$ cat config.mk
export PLATFORM = sky130hd
export DESIGN_NAME = rr_bus_mux
export DESIGN_NICKNAME = d
export VERILOG_FILES = /design/src/rtl/rr_bus_mux.sv
export SDC_FILE = /design/constraint.sdc
export NUM_CORES = 1
export LEC_CHECK = 0
export BUFFER_PORTS_ARGS = -buffer_cell sky130_fd_sc_hd__buf_2
export CORE_MARGIN = 4
export CORE_UTILIZATION = 47
export CTS_BUF_LIST = sky130_fd_sc_hd__clkbuf_8
export CTS_CLUSTER_DIAMETER = 80
export DETAILED_ROUTE_END_ITERATION = 6
export MAX_ROUTING_LAYER = met4
export PLACE_DENSITY = 0.86
export SLEW_MARGIN = 20
export SYNTH_ARGS = -nofsm -noshare
export SYNTH_HDL_FRONTEND = slang
export SYNTH_SLANG_ARGS = --single-unit
$ cat constraint.sdc
create_clock -name clk -period 2.2 [get_ports clk]
set_input_delay 0.44 -clock clk [delete_from_list [all_inputs] [get_ports clk]]
set_output_delay 0.44 -clock clk [all_outputs]
set_load 0.005 [all_outputs]
$ cat src/rtl/rr_bus_mux.sv
// rr_bus_mux: NCH-to-1 registered bus mux with valid/ready handshake.
// Several producers share one consumer through a single output register.
// Ports:
//   clk, rst_n            clock, async active-low reset
//   in_valid/in_ready     per-channel handshake (in_ready only for grant)
//   in_data               channel i at in_data[i*W +: W]
//   out_valid/out_ready   output handshake
//   out_data, out_sel     registered word and its one-hot source channel
// Build option: define RR_BUS_MUX_RR_EN for round-robin arbitration;
// without it, the lowest-index valid channel always wins.
module rr_bus_mux #(
    parameter int NCH = 3,
    parameter int W   = 8
) (
    input  logic             clk,
    input  logic             rst_n,
    input  logic [NCH-1:0]   in_valid,
    input  logic [NCH*W-1:0] in_data,
    output logic [NCH-1:0]   in_ready,
    output logic             out_valid,
    output logic [W-1:0]     out_data,
    input  logic             out_ready,
    output logic [NCH-1:0]   out_sel
);

    logic           out_valid_q, out_valid_d;
    logic [W-1:0]   out_data_q, out_data_d;
    logic [NCH-1:0] out_sel_q, out_sel_d;

    logic           load_en;
    logic           xfer;
    logic [NCH-1:0] grant;
    logic [W-1:0]   grant_data;

`ifdef RR_BUS_MUX_RR_EN
    localparam int PW = (NCH > 1) ? $clog2(NCH) : 1;
    localparam logic [PW:0]   NCH_W = (PW+1)'(NCH);
    localparam logic [PW-1:0] LAST  = PW'(NCH - 1);

    logic [PW-1:0] ptr_q, ptr_d;
    logic [PW:0]   cand;
    logic [PW-1:0] win;

    // Walk the channels from the pointer backwards so the last hit,
    // i.e. the first valid channel at or after the pointer, wins.
    always_comb begin
        win  = ptr_q;
        cand = '0;
        for (int k = NCH - 1; k >= 0; k--) begin
            cand = {1'b0, ptr_q} + (PW+1)'(k);
            if (cand >= NCH_W) begin
                cand = cand - NCH_W;
            end
            if (in_valid[cand[PW-1:0]]) begin
                win = cand[PW-1:0];
            end
        end
        grant = '0;
        if (|in_valid) begin
            grant[win] = 1'b1;
        end
    end

    always_comb begin
        ptr_d = ptr_q;
        if (xfer) begin
            ptr_d = (win == LAST) ? '0 : win + 1'b1;
        end
    end

    always_ff @(posedge clk or negedge rst_n) begin
        if (!rst_n) begin
            ptr_q <= '0;
        end else begin
            ptr_q <= ptr_d;
        end
    end
`else
    // Isolate the lowest set bit: fixed priority, channel 0 first.
    always_comb begin
        grant = in_valid & (~in_valid + 1'b1);
    end
`endif

    always_comb begin
        grant_data = '0;
        for (int i = 0; i < NCH; i++) begin
            if (grant[i]) begin
                grant_data = in_data[i*W +: W];
            end
        end
    end

    assign load_en = !out_valid_q || out_ready;

    // rst_n gate keeps producers from seeing a handshake during reset.
    assign in_ready = (load_en && rst_n) ? grant : '0;
    assign xfer     = |in_ready;

    always_comb begin
        out_valid_d = out_valid_q;
        out_data_d  = out_data_q;
        out_sel_d   = out_sel_q;
        if (xfer) begin
            out_valid_d = 1'b1;
            out_data_d  = grant_data;
            out_sel_d   = grant;
        end else if (out_valid_q && out_ready) begin
            out_valid_d = 1'b0;
            out_sel_d   = '0;
        end
    end

    always_ff @(posedge clk or negedge rst_n) begin
        if (!rst_n) begin
            out_valid_q <= 1'b0;
            out_data_q  <= '0;
            out_sel_q   <= '0;
        end else begin
            out_valid_q <= out_valid_d;
            out_data_q  <= out_data_d;
            out_sel_q   <= out_sel_d;
        end
    end

    assign out_valid = out_valid_q;
    assign out_data  = out_data_q;
    assign out_sel   = out_sel_q;

endmodule
* After elaboration in Yosys (flattened, before gate mapping)
Cells that the tools add are included.
** Storage, ports and cells
- Bits in registers :: 12
- Input bits :: 30
- Output and inout bits :: 15
- Logic and storage cells :: 20
** Operators by class
- $add $sub $neg :: 1
- Muxes and demuxes :: 8
- Bitwise logic cells :: 2
- Reduce and logical (&&, ||, !) cells :: 6
** Operators by type and width (count)
- $mux W8 :: 3
- $mux W3 :: 3
- $add A3 B1 Y3 const B :: 1
- $and A3 B3 Y3 :: 1
- $not A3 Y3 :: 1
- $reduce_or A3 Y1 :: 1
- $logic_and A1 B1 Y1 :: 2
- $mux W1 :: 2
- $reduce_bool A2 Y1 :: 1
- $logic_not A1 Y1 :: 1
- $logic_or A1 B1 Y1 :: 1

* Depth between registers and ports, before layout
Gate-level depths: netlist (run 1).
- Depth after elaboration :: 6
- Depth in mapped cells :: 5
- Gate-level depth less buffers :: 3

* Least setup slack after synthesis (run 1)
OpenSTA, ideal clock, no wires.
- Kind :: input-to-reg
- Start point :: input in_valid[2]
- End point :: register out_data_q[0] (netlist: out_data[0])
- Library setup time :: 125 ps
- Arrival time :: 1345 ps
- Data required time :: 2075 ps
- Setup slack :: 730 ps
- Cell stages on the path :: 4
- Path buffers :: 2
- Path through :: buf_2 > o311ai_4 > buf_8 > mux2_4
** Between the ends
- Longest elaborated chain between the ends :: 5
- Elaborated cells on any way between the ends :: 6
- Classes of those cells :: 1 x add/sub; 2 x mux; 2 x bitwise; 1 x reduce/logical
** Ends and longest elaborated chain
- start, declared :: RTL line 17 : input logic [NCH-1:0] in_valid,
- $not A3 Y3 :: RTL line 81 : grant = in_valid & (~in_valid + 1'b1);
- $add A3 B1 Y3 :: RTL line 81
- $and A3 B3 Y3 (*) :: RTL line 81
- $mux W3 :: RTL line 97 : assign in_ready = (load_en && rst_n) ? grant : '0;
- $reduce_or A3 Y1 :: RTL line 98 : assign xfer = |in_ready;
- end signal, assigned :: RTL line 121 : out_data_q <= out_data_d;
- end, declared :: RTL line 27 : logic [W-1:0] out_data_q, out_data_d;
Every way passes the cells marked *; elsewhere a longest branch is shown, timed or not.
A chain may end at the register's enable or synchronous reset.

* Worst setup path in the final report (run 1)
- Start point :: input in_valid[0]
- End point :: output in_ready[2]
** Between the ends
- Longest elaborated chain between the ends :: 4
** Ends and longest elaborated chain
- $not A3 Y3 :: RTL line 81
- $add A3 B1 Y3 :: RTL line 81
- $and A3 B3 Y3 :: RTL line 81
- $mux W3 :: RTL line 97
- end, declared :: RTL line 19 : output logic [NCH-1:0] in_ready,
No other way between the ends.

==> results.ini, run 1 <==
[place]
globalplace.congestion=0.779
placedInstanceArea_um2=948
dpl.hpwl_mm=1.43
post-place-ws_ps=415
io_buffers=44

[logic_synthesis]
ys_types=18
syn-num-nets=99
synthCells=69
ys_seq_area_share_pct=39.7
ys.warnings.count=0
synth_area_um2=756
syn_area_per_cell_um2=11.0
ys_ff_latch=12

[setup_path]
r2r_slack_ps=880
path_buf_inv=2
cpLargestDelayFamily=buffers and inverters
cp-end-kind=output port
cp_slowest_cell=buf_2
path_cells=buf_2 -> nor2_1 -> and4_1 -> buf_2
start_kind=input pin
max_stage_delay_ps=270
r2r_cells=4
r2r_start=out_valid$_DFFE_PN0P_
startpoint=in_valid[0]
cp.required_ps=1760
arrival_ps=1180
path_max_fanout=20
critPathKind=in2out
r2r-end=out_data[2]$_DFFE_PN0P_
timing.critical_path.mode_cell=buf_2

[floorplanning]
num_rows=14
io_pins=45
dieArea_um2=2310
coreArea_um2=1510
chipHeight_um=48.1
initial_core_util_pct=50.2
die_x_um=48.1

[cts]
cts_tree=done
hold_buffers=0
htree_levels=1
post_cts_buffers=0
clkTransAtPathRegs_ps=50
clk_latency_ps=230
clk_path_buf_depth=2
cts_buffers=3
cts_resized=0
cts.sinks=12
clockRootBuffer=clkbuf_8

[route]
drc=0
dr.pass1.iters=4
drt_wl_total_mm=1.88
dr.first_iter.drc_count=13
num_vias=677
ant_nets=0
avgRoutedWirePerCell_um=14.8
via_per_inst=5.33

[final_layout]
design_area_um2=990
drive_gt1_share_pct=55.0
final_cell_mix=buf_2 (44), a21oi_1 (16), dfrtp_1 (12)
area_growth_syn_to_layout_pct=31.0
final_util_pct=65.7
num_antenna_cells=0
layout_commonest_cell=buf_2
final_nets=143

[grt]
grt_remaining_overflow=0
antenna_found_initial=0
grt_pass1_vias=633
grt_max_degree=21
grt_pass1_wl_mm=2.73
grt_usage_pct=17.8

[power]
p_leak_nw=0.506
power_density_nw_per_um2=668
power.total_uw=661
peakVddDrop_mv=0.354

[timing]
post-route-period-util_pct=73.6
drv_slew=0
worstMarginPinSlew_ps=394
rsz0062_at_grt=false
report.final.setup_viol=0
maxSlewHeadroom_pct=73.7
final_hold_viol_count=0
fmax_ghz=0.618
period_needed_ps=1620
worst_slack_ps=581
skew_ps=0.389
fin_tns_setup_ps=0

[outcome]
status=completed

[hold_path]
hold_path.class=in2async

[job]
drv_cap=0

[area by class of cell]
class                           instances  area, µm²
Clock buffer                            3       41.3
Sequential cell                        12        300
Tap cell                               16       20.0
Fill cell                             121        517
Multi-Input combinational cell         51        400
Timing Repair Buffer                   45        228
[flip-flops by register name, summed over array words and instances (netlist names)]
signal and count:
out_data 8, out_sel 3, out_valid 1
[layer usage]
layer  part of all wire (%)  vias up  wire (µm)  global-route usage (%)
met5                      0        -          0                       -
met4                    1.9        0         36                    11.3
met3                    8.0        2        150                    2.58
met2                     49       27        922                    29.3
met1                     41      315        768                    20.0
li1                       -      333          -                       -
[synth_stat cells, drive strengths merged]
| library cell | instances | share of area, % |
|---|---|---|
| nor2 | 1 | 0.50 |
| a31o | 3 | 3.5 |
| nand2 | 2 | 0.99 |
| nand3b | 8 | 7.9 |
| nand2b | 1 | 1.2 |
| and4b | 1 | 1.3 |
| and3 | 1 | 0.83 |
| o311ai | 1 | 3.5 |
| a21oi | 16 | 11 |
| buf | 6 | 7.3 |
| nor2b | 8 | 6.6 |
| and4 | 1 | 1.2 |
| dfrtp | 12 | 40 |
| mux2 | 8 | 15 |
[how the worst max path moves through the flow]
| stage | slack, ps | cells past startpoint | endpoint |
|---|---|---|---|
| 4_1_cts | 570 | 4 | in_ready[2] |
| 3_3_place_gp | 460 | 4 | out_data[4]$_DFFE_PN0P_ |
| 5_1_grt | 520 | 4 | in_ready[2] |
| 2_1_floorplan | 730 | 4 | out_data[0]$_DFFE_PN0P_ |
| 3_5_place_dp | 420 | 4 | out_data[2]$_DFFE_PN0P_ |
| 6_report | 580 | 4 | in_ready[2] |
[cell families after synthesis]
kind of cell | synth area share [%]
AOI/OAI and AO/OA | 17.6
buffers and inverters | 7.28
DFF | 39.7
muxes | 14.9
and+or+nand+nor | 20.5
[power breakdown]
part           switching, mW  leakage [nW]  internal (mW)
clock                 0.0718        0.0216          0.120
combinational         0.0762         0.340          0.110
sequential            0.0226         0.144          0.260
total                  0.171         0.506          0.490
[per-stage QoR]
| stage | instances | hold slack [ps] |
|---|---|---|
| after floorplan | 69 | 144 |
| after global placement | 124 | 353 |
| after detailed placement | 124 | 363 |
| after CTS | 127 | 112 |
| after global routing | 127 | 125 |
| final | 127 | 105 |
Note: power is estimated with default switching activity, not from simulation.
==> inputs of run 2 (changes only) <==
- ABC_AREA: unset -> 1
- CORE_UTILIZATION: 47 -> 42
- PLACE_DENSITY: 0.86 -> 0.81
- clock period: 2.2 -> 1.6 ns (I/O delays scaled with it)
==> results.ini, run 2 <==
[final_layout]
num-fill-cells=129  ; +6.6%
final_util_pct=64.5  ; -1.2 points
final_cell_mix=nand2_1 (56), buf_2 (44), dfrtp_1 (12)
area_growth_syn_to_layout_pct=45.8
design_area_um2=972  ; -1.8%
drive_gt1_share_pct=40.6  ; -14 points
num_antenna_cells=0  ; unchanged
final_nets=174  ; +22%
largest_reg_flops=8  ; unchanged
layout_commonest_cell=nand2_1

[logic_synthesis]
netlist.top_cell.by_area=dfrtp_1
ys_seq_area_share_pct=45.0  ; +5.3 points
ys_types=12  ; -6
ys_ff_latch=12  ; unchanged
yosysMostFrequentCell=nand2_1
synth_edf_count=0  ; unchanged
synth_area_um2=667  ; -12%
synth_top_area_share_pct=45.0  ; +5.3 points
synthCells=94  ; +36%
ys_top_cells_by_count=nand2_1 (56), dfrtp_1 (12), nand3_1 (8), inv_1 (5)
syn_area_per_cell_um2=7.09  ; -35%
synth_ff_type=dfrtp_1
async_flop_share_pct=100  ; unchanged
synthTopCellsByArea=dfrtp_1 (45%), nand2_1 (32%), nand3_1 (6.0%)
ys.warnings.count=0  ; unchanged
syn-num-nets=124  ; +25%

[setup_path]
cp.required_ps=1280  ; -480 ps
start_kind=flip-flop
r2r_cells=5  ; +1
path_max_fanout=6  ; -70%
cp_slowest_cell=dfrtp_1
r2r_start=out_valid$_DFFE_PN0P_
cp-end-kind=output port
r2r-end=out_data[7]$_DFFE_PN0P_
cpLargestDelayFamily=flip-flops
max_stage_delay_ps=400  ; +130 ps
arrival_ps=1180  ; about the same
critPathKind=reg2out
path_buf_inv=2  ; unchanged
path_cells=a21oi_2 -> nand2_2 -> inv_1 -> buf_2
r2r_slack_ps=440  ; -440 ps

[grt]
grt_pass1_vias=730  ; +15%
grt_max_degree=14  ; -33%
grt_remaining_overflow=0  ; unchanged
grt_pass1_wl_mm=3.17  ; +16%
antenna_found_initial=0  ; unchanged
grt_usage_pct=20.1  ; +2.4 points

[timing]
worst_slack_ps=95.6  ; -485 ps
period_needed_ps=1500
fin_tns_setup_ps=0  ; unchanged
skew_ps=0.664  ; +0.275 ps
final_hold_viol_count=0  ; unchanged
worstMarginPinSlew_ps=368  ; -26.4 ps
post-route-period-util_pct=94.0
report.final.setup_viol=0  ; unchanged
rsz0062_at_grt=false
hold-worst-slack_ps=10.9  ; -93.9 ps
maxSlewHeadroom_pct=75.4  ; +1.7 points
drv_slew=0  ; unchanged
fmax_ghz=0.665

[cts]
cts_buffers=3  ; unchanged
cts.sinks=12  ; unchanged
cts_tree=done
clockRootBuffer=clkbuf_8
clk_latency_ps=240  ; about the same
htree_levels=1  ; unchanged
clk_path_buf_depth=2  ; unchanged
hold_buffers=0  ; unchanged
clkTransAtPathRegs_ps=60  ; about the same
cts_resized=0  ; unchanged
post_cts_buffers=0  ; unchanged

[floorplanning]
die_x_um=47.8  ; -0.53%
dieArea_um2=2290  ; -1.1%
coreArea_um2=1510  ; unchanged
chipHeight_um=47.8  ; -0.53%
num_rows=14  ; unchanged
initial_core_util_pct=44.3  ; -5.9 points
io_pins=45  ; unchanged

[power]
seqPwrFrac_pct=40.6  ; -2.2 points
peakVddDrop_mv=0.458  ; +29%
clkPwrFrac_pct=36.5  ; +7.5 points
intPower_uw=666  ; +36%
comb_power_share_pct=22.8  ; -5.4 points
power_density_nw_per_um2=951  ; +42%
p_leak_nw=0.606  ; +20%
p_sw_share_pct=28.0  ; +2.1 points
power.switching_uw=258  ; +51%

[route]
via_per_inst=4.87  ; -8.7%
avgRoutedWirePerCell_um=12.0  ; -19%
ant_nets=0  ; unchanged
met2WireLength_um=886  ; -3.9%
drt_wl_total_mm=1.90  ; +1.4%
dr.pass1.iters=4  ; unchanged
dr.first_iter.drc_count=17  ; +4
drc=0  ; unchanged
wl_met1_um=855  ; +11%
top_layer=met4
wl_met3_um=144  ; -4.0%
num_vias=774  ; +14%

[job]
drv_cap=0  ; unchanged

[outcome]
status=completed

[place]
dpl.hpwl_mm=1.47  ; +2.4%
io_buffers=44  ; unchanged
globalplace.congestion=0.817  ; +4.8%
placedInstanceArea_um2=917  ; -3.3%
post-place-ws_ps=202  ; -213 ps

[hold_path]
hold_path.class=in2async

-- run 2: cell count changes in the layout (fill, tap and decap cells not counted), moves of 5 or more --
cell	before	now
a21oi_1	16	0
inv_1	0	5
mux2_4	6	0
nand2_1	2	56
nand3_1	0	8
nand3b_1	8	0
nor2b_1	8	0
-- run 2: cell families (layout without fill, tap and decap cells) --
group           after synthesis  in the layout  synth area share [%]
flops                        12             12                  45.0
compound gates                3              3                  4.32
simple gates                 72             72                  46.5
buf+inv                       7             56                  4.13
-- run 2: worst max-delay path by stage --
stage,start,endpoint,depth (start not counted)
finish,out_valid$_DFFE_PN0P_,in_ready[2],4
floorplan,out_valid$_DFFE_PN0P_,in_ready[2],3
global placement,in_valid[1],in_ready[2],7
detailed placement,in_valid[1],in_ready[2],7
CTS,out_valid$_DFFE_PN0P_,in_ready[2],4
global route,out_valid$_DFFE_PN0P_,in_ready[2],4
-- run 2: power groups by stage --
stage	clock, mW	sequential (mW)	combinational (mW)
6_report	0.338	0.376	0.211
5_1_grt	0.356	0.382	0.242
4_1_cts	0.342	0.376	0.214
3_5_place_dp	0	0.380	0.213
3_3_place_gp	0	0.379	0.208
2_1_floorplan	0	0.383	0.0907
-- run 2: per-layer routing --
metal  up-vias  GRT usage, %
li1        393             -
met1       344          26.7
met2        34          29.3
met3         3          4.14
met4         0          8.60
met5         -             -
-- run 2: per-stage QoR --
| step | instances | power, mW |
|---|---|---|
| final | 159 | 0.924 |
| after CTS | 159 | 0.932 |
| after global routing | 159 | 0.980 |
| after floorplan | 94 | 0.474 |
| after global placement | 155 | 0.587 |
| after detailed placement | 155 | 0.593 |
-- run 2: cell type report --
class	instances	area, µm²	share of cell area [%]
sequential	12	300	30.9
inverter	6	22.5	2.32
timing repair buffer	46	235	24.2
tap	16	20.0	2.06
clock buffer	4	55.1	5.66
multi-input combinational	75	339	34.9
==> inputs of run 3 (changes only) <==
- CORE_UTILIZATION: 42 -> 40
- CTS_BUF_LIST: sky130_fd_sc_hd__clkbuf_8 -> unset
- PLACE_DENSITY: 0.81 -> 0.77
==> results.ini, run 3 (synthesis results as in run 2) <==
[setup_path]
cp_slowest_cell=dfrtp_2
cp.required_ps=1280  ; about the same
r2r_start=out_valid$_DFFE_PN0P_
arrival_ps=1180  ; about the same
cp-end-kind=output port
r2r_slack_ps=380  ; -60 ps
r2r-end=out_data[2]$_DFFE_PN0P_
path_max_fanout=6  ; unchanged
start_kind=flip-flop
max_stage_delay_ps=440  ; +40 ps
path_cells=a21oi_4 -> nand2_2 -> inv_1 -> buf_2
cpLargestDelayFamily=flip-flops
critPathKind=reg2out
path_buf_inv=2  ; unchanged
r2r_cells=6  ; +1

[route]
num_vias=777  ; +0.39%
drc=0  ; unchanged
via_per_inst=4.83  ; -0.86%
dr.first_iter.drc_count=16  ; -1
avgRoutedWirePerCell_um=11.5  ; -4.1%
ant_nets=0  ; unchanged
drt_wl_total_mm=1.85  ; -2.9%
dr.pass1.iters=4  ; unchanged

[cts]
clk_latency_ps=260  ; +20 ps
clk_path_buf_depth=2  ; unchanged
clockRootBuffer=clkbuf_4
htree_levels=1  ; unchanged
clkTransAtPathRegs_ps=70  ; about the same
cts.sinks=12  ; unchanged
cts_buffers=3  ; unchanged
cts_tree=done

[timing]
maxSlewHeadroom_pct=74.5  ; -0.83 points
post-route-period-util_pct=93.7  ; -0.32 points
worst_slack_ps=101  ; +5.07 ps
rsz0062_at_grt=false
fin_tns_setup_ps=0  ; unchanged
report.final.setup_viol=0  ; unchanged
period_needed_ps=1500  ; -5.07 ps
hold-worst-slack_ps=154  ; +143 ps
fmax_ghz=0.667  ; +0.34%
final_hold_viol_count=0  ; unchanged
drv_slew=0  ; unchanged
worstMarginPinSlew_ps=380  ; +12.4 ps
skew_ps=8.34  ; +7.68 ps

[grt]
grt_max_degree=14  ; unchanged
grt_pass1_wl_mm=3.06  ; -3.5%
grt_remaining_overflow=0  ; unchanged
grt_usage_pct=16.4  ; -3.7 points
grt_pass1_vias=730  ; unchanged
antenna_found_initial=0  ; unchanged

[final_layout]
area_growth_syn_to_layout_pct=46.9
num_antenna_cells=0  ; unchanged
drive_gt1_share_pct=41.4  ; +0.82 points
largest_reg_flops=8  ; unchanged
final_nets=177  ; +1.7%
final_cell_mix=nand2_1 (56), buf_2 (44), dfrtp_1 (11)
finalNonFillerCells=161  ; +1.3%
layout_commonest_cell=nand2_1

[outcome]
status=completed

[floorplanning]
io_pins=45  ; unchanged
die_x_um=48.8  ; +2.1%
chipHeight_um=48.8  ; +2.1%
num_rows=14  ; unchanged
dieArea_um2=2380  ; +4.2%
coreArea_um2=1540  ; +2.3%
initial_core_util_pct=43.3  ; -1.0 points

[place]
dpl.hpwl_mm=1.49  ; +1.3%
post-place-ws_ps=214  ; +11.1 ps
io_buffers=44  ; unchanged
dp_cells=156  ; +0.65%
globalplace.congestion=0.815  ; -0.23%

[power]
power_density_nw_per_um2=791  ; -17%
p_leak_nw=0.616  ; +1.7%
peakVddDrop_mv=0.386  ; -16%
power.total_uw=775  ; -16%

[job]
drv_cap=0  ; unchanged

[hold_path]
hold_path.class=in2async

-- run 3: cell count changes in the layout (fill, tap and decap cells not counted) --
cell / previous run / this run
clkbuf_4: 0 / 3
a21oi_2: 1 / 0
dfrtp_2: 0 / 1
clkbuf_8: 4 / 0
dfrtp_1: 12 / 11
buf_6: 0 / 1
a21oi_4: 0 / 1
dlymetal6s4s_1: 0 / 1
buf_4: 2 / 3
-- run 3: timing repair --
item,in CTS,in global routing
setup endpoints to repair,1,9
endpoints found under the hold margin,12,0
pin swaps,0,5
resized for setup,1,3
setup buffers,0,1
gates cloned,0,0
hold buffers,1,0
-- run 3: worst register-to-register path, delay by kind of cell (launching register included) --
family	cells	cell delay, ps
simple gates	2	120
flops	1	440
buf+inv	2	310
compound gates	2	230
-- run 3: worst max-delay path by stage --
stage / start / to / slack [ps] / cells after the start
floorplan: out_valid$_DFFE_PN0P_ / in_ready[2] / 460 / 3
global placement: in_valid[0] / out_data[2]$_DFFE_PN0P_ / 260 / 5
detailed placement: in_valid[0] / out_data[5]$_DFFE_PN0P_ / 210 / 5
CTS: rst_n / out_data[5]$_DFFE_PN0P_ / 8 / 7
global route: out_valid$_DFFE_PN0P_ / in_ready[2] / 6 / 4
finish: out_valid$_DFFE_PN0P_ / in_ready[2] / 100 / 4
-- run 3: layout make-up --
cell class | count | area [µm²]
clock buffers | 3 | 22.5
fillers | 149 | 562
inverters | 6 | 22.5
multi-input cells | 75 | 347
flip-flops and latches | 12 | 302
well taps | 16 | 20.0
repair buffers | 49 | 267
-- run 3: metal layers --
layer | GRT usage [%] | share of wire [%] | vias up
li1 | - | - | 399
met1 | 20.7 | 41 | 345
met2 | 25.4 | 50 | 31
met3 | 4.28 | 8.1 | 2
met4 | 5.38 | 0.97 | 0
met5 | - | 0 | -
-- run 3: per-stage QoR --
step | util, % | area [µm²]
final | 63.6 | 980
after global routing | 63.6 | 980
after CTS | 62.6 | 965
after detailed placement | 60.0 | 925
after global placement | 60.0 | 925
after floorplan | - | 667
-- run 3: power breakdown --
part           total (mW)  switching [mW]  internal, mW
sequential          0.375          0.0261         0.349
clock               0.178          0.0912        0.0868
combinational       0.221           0.115         0.107
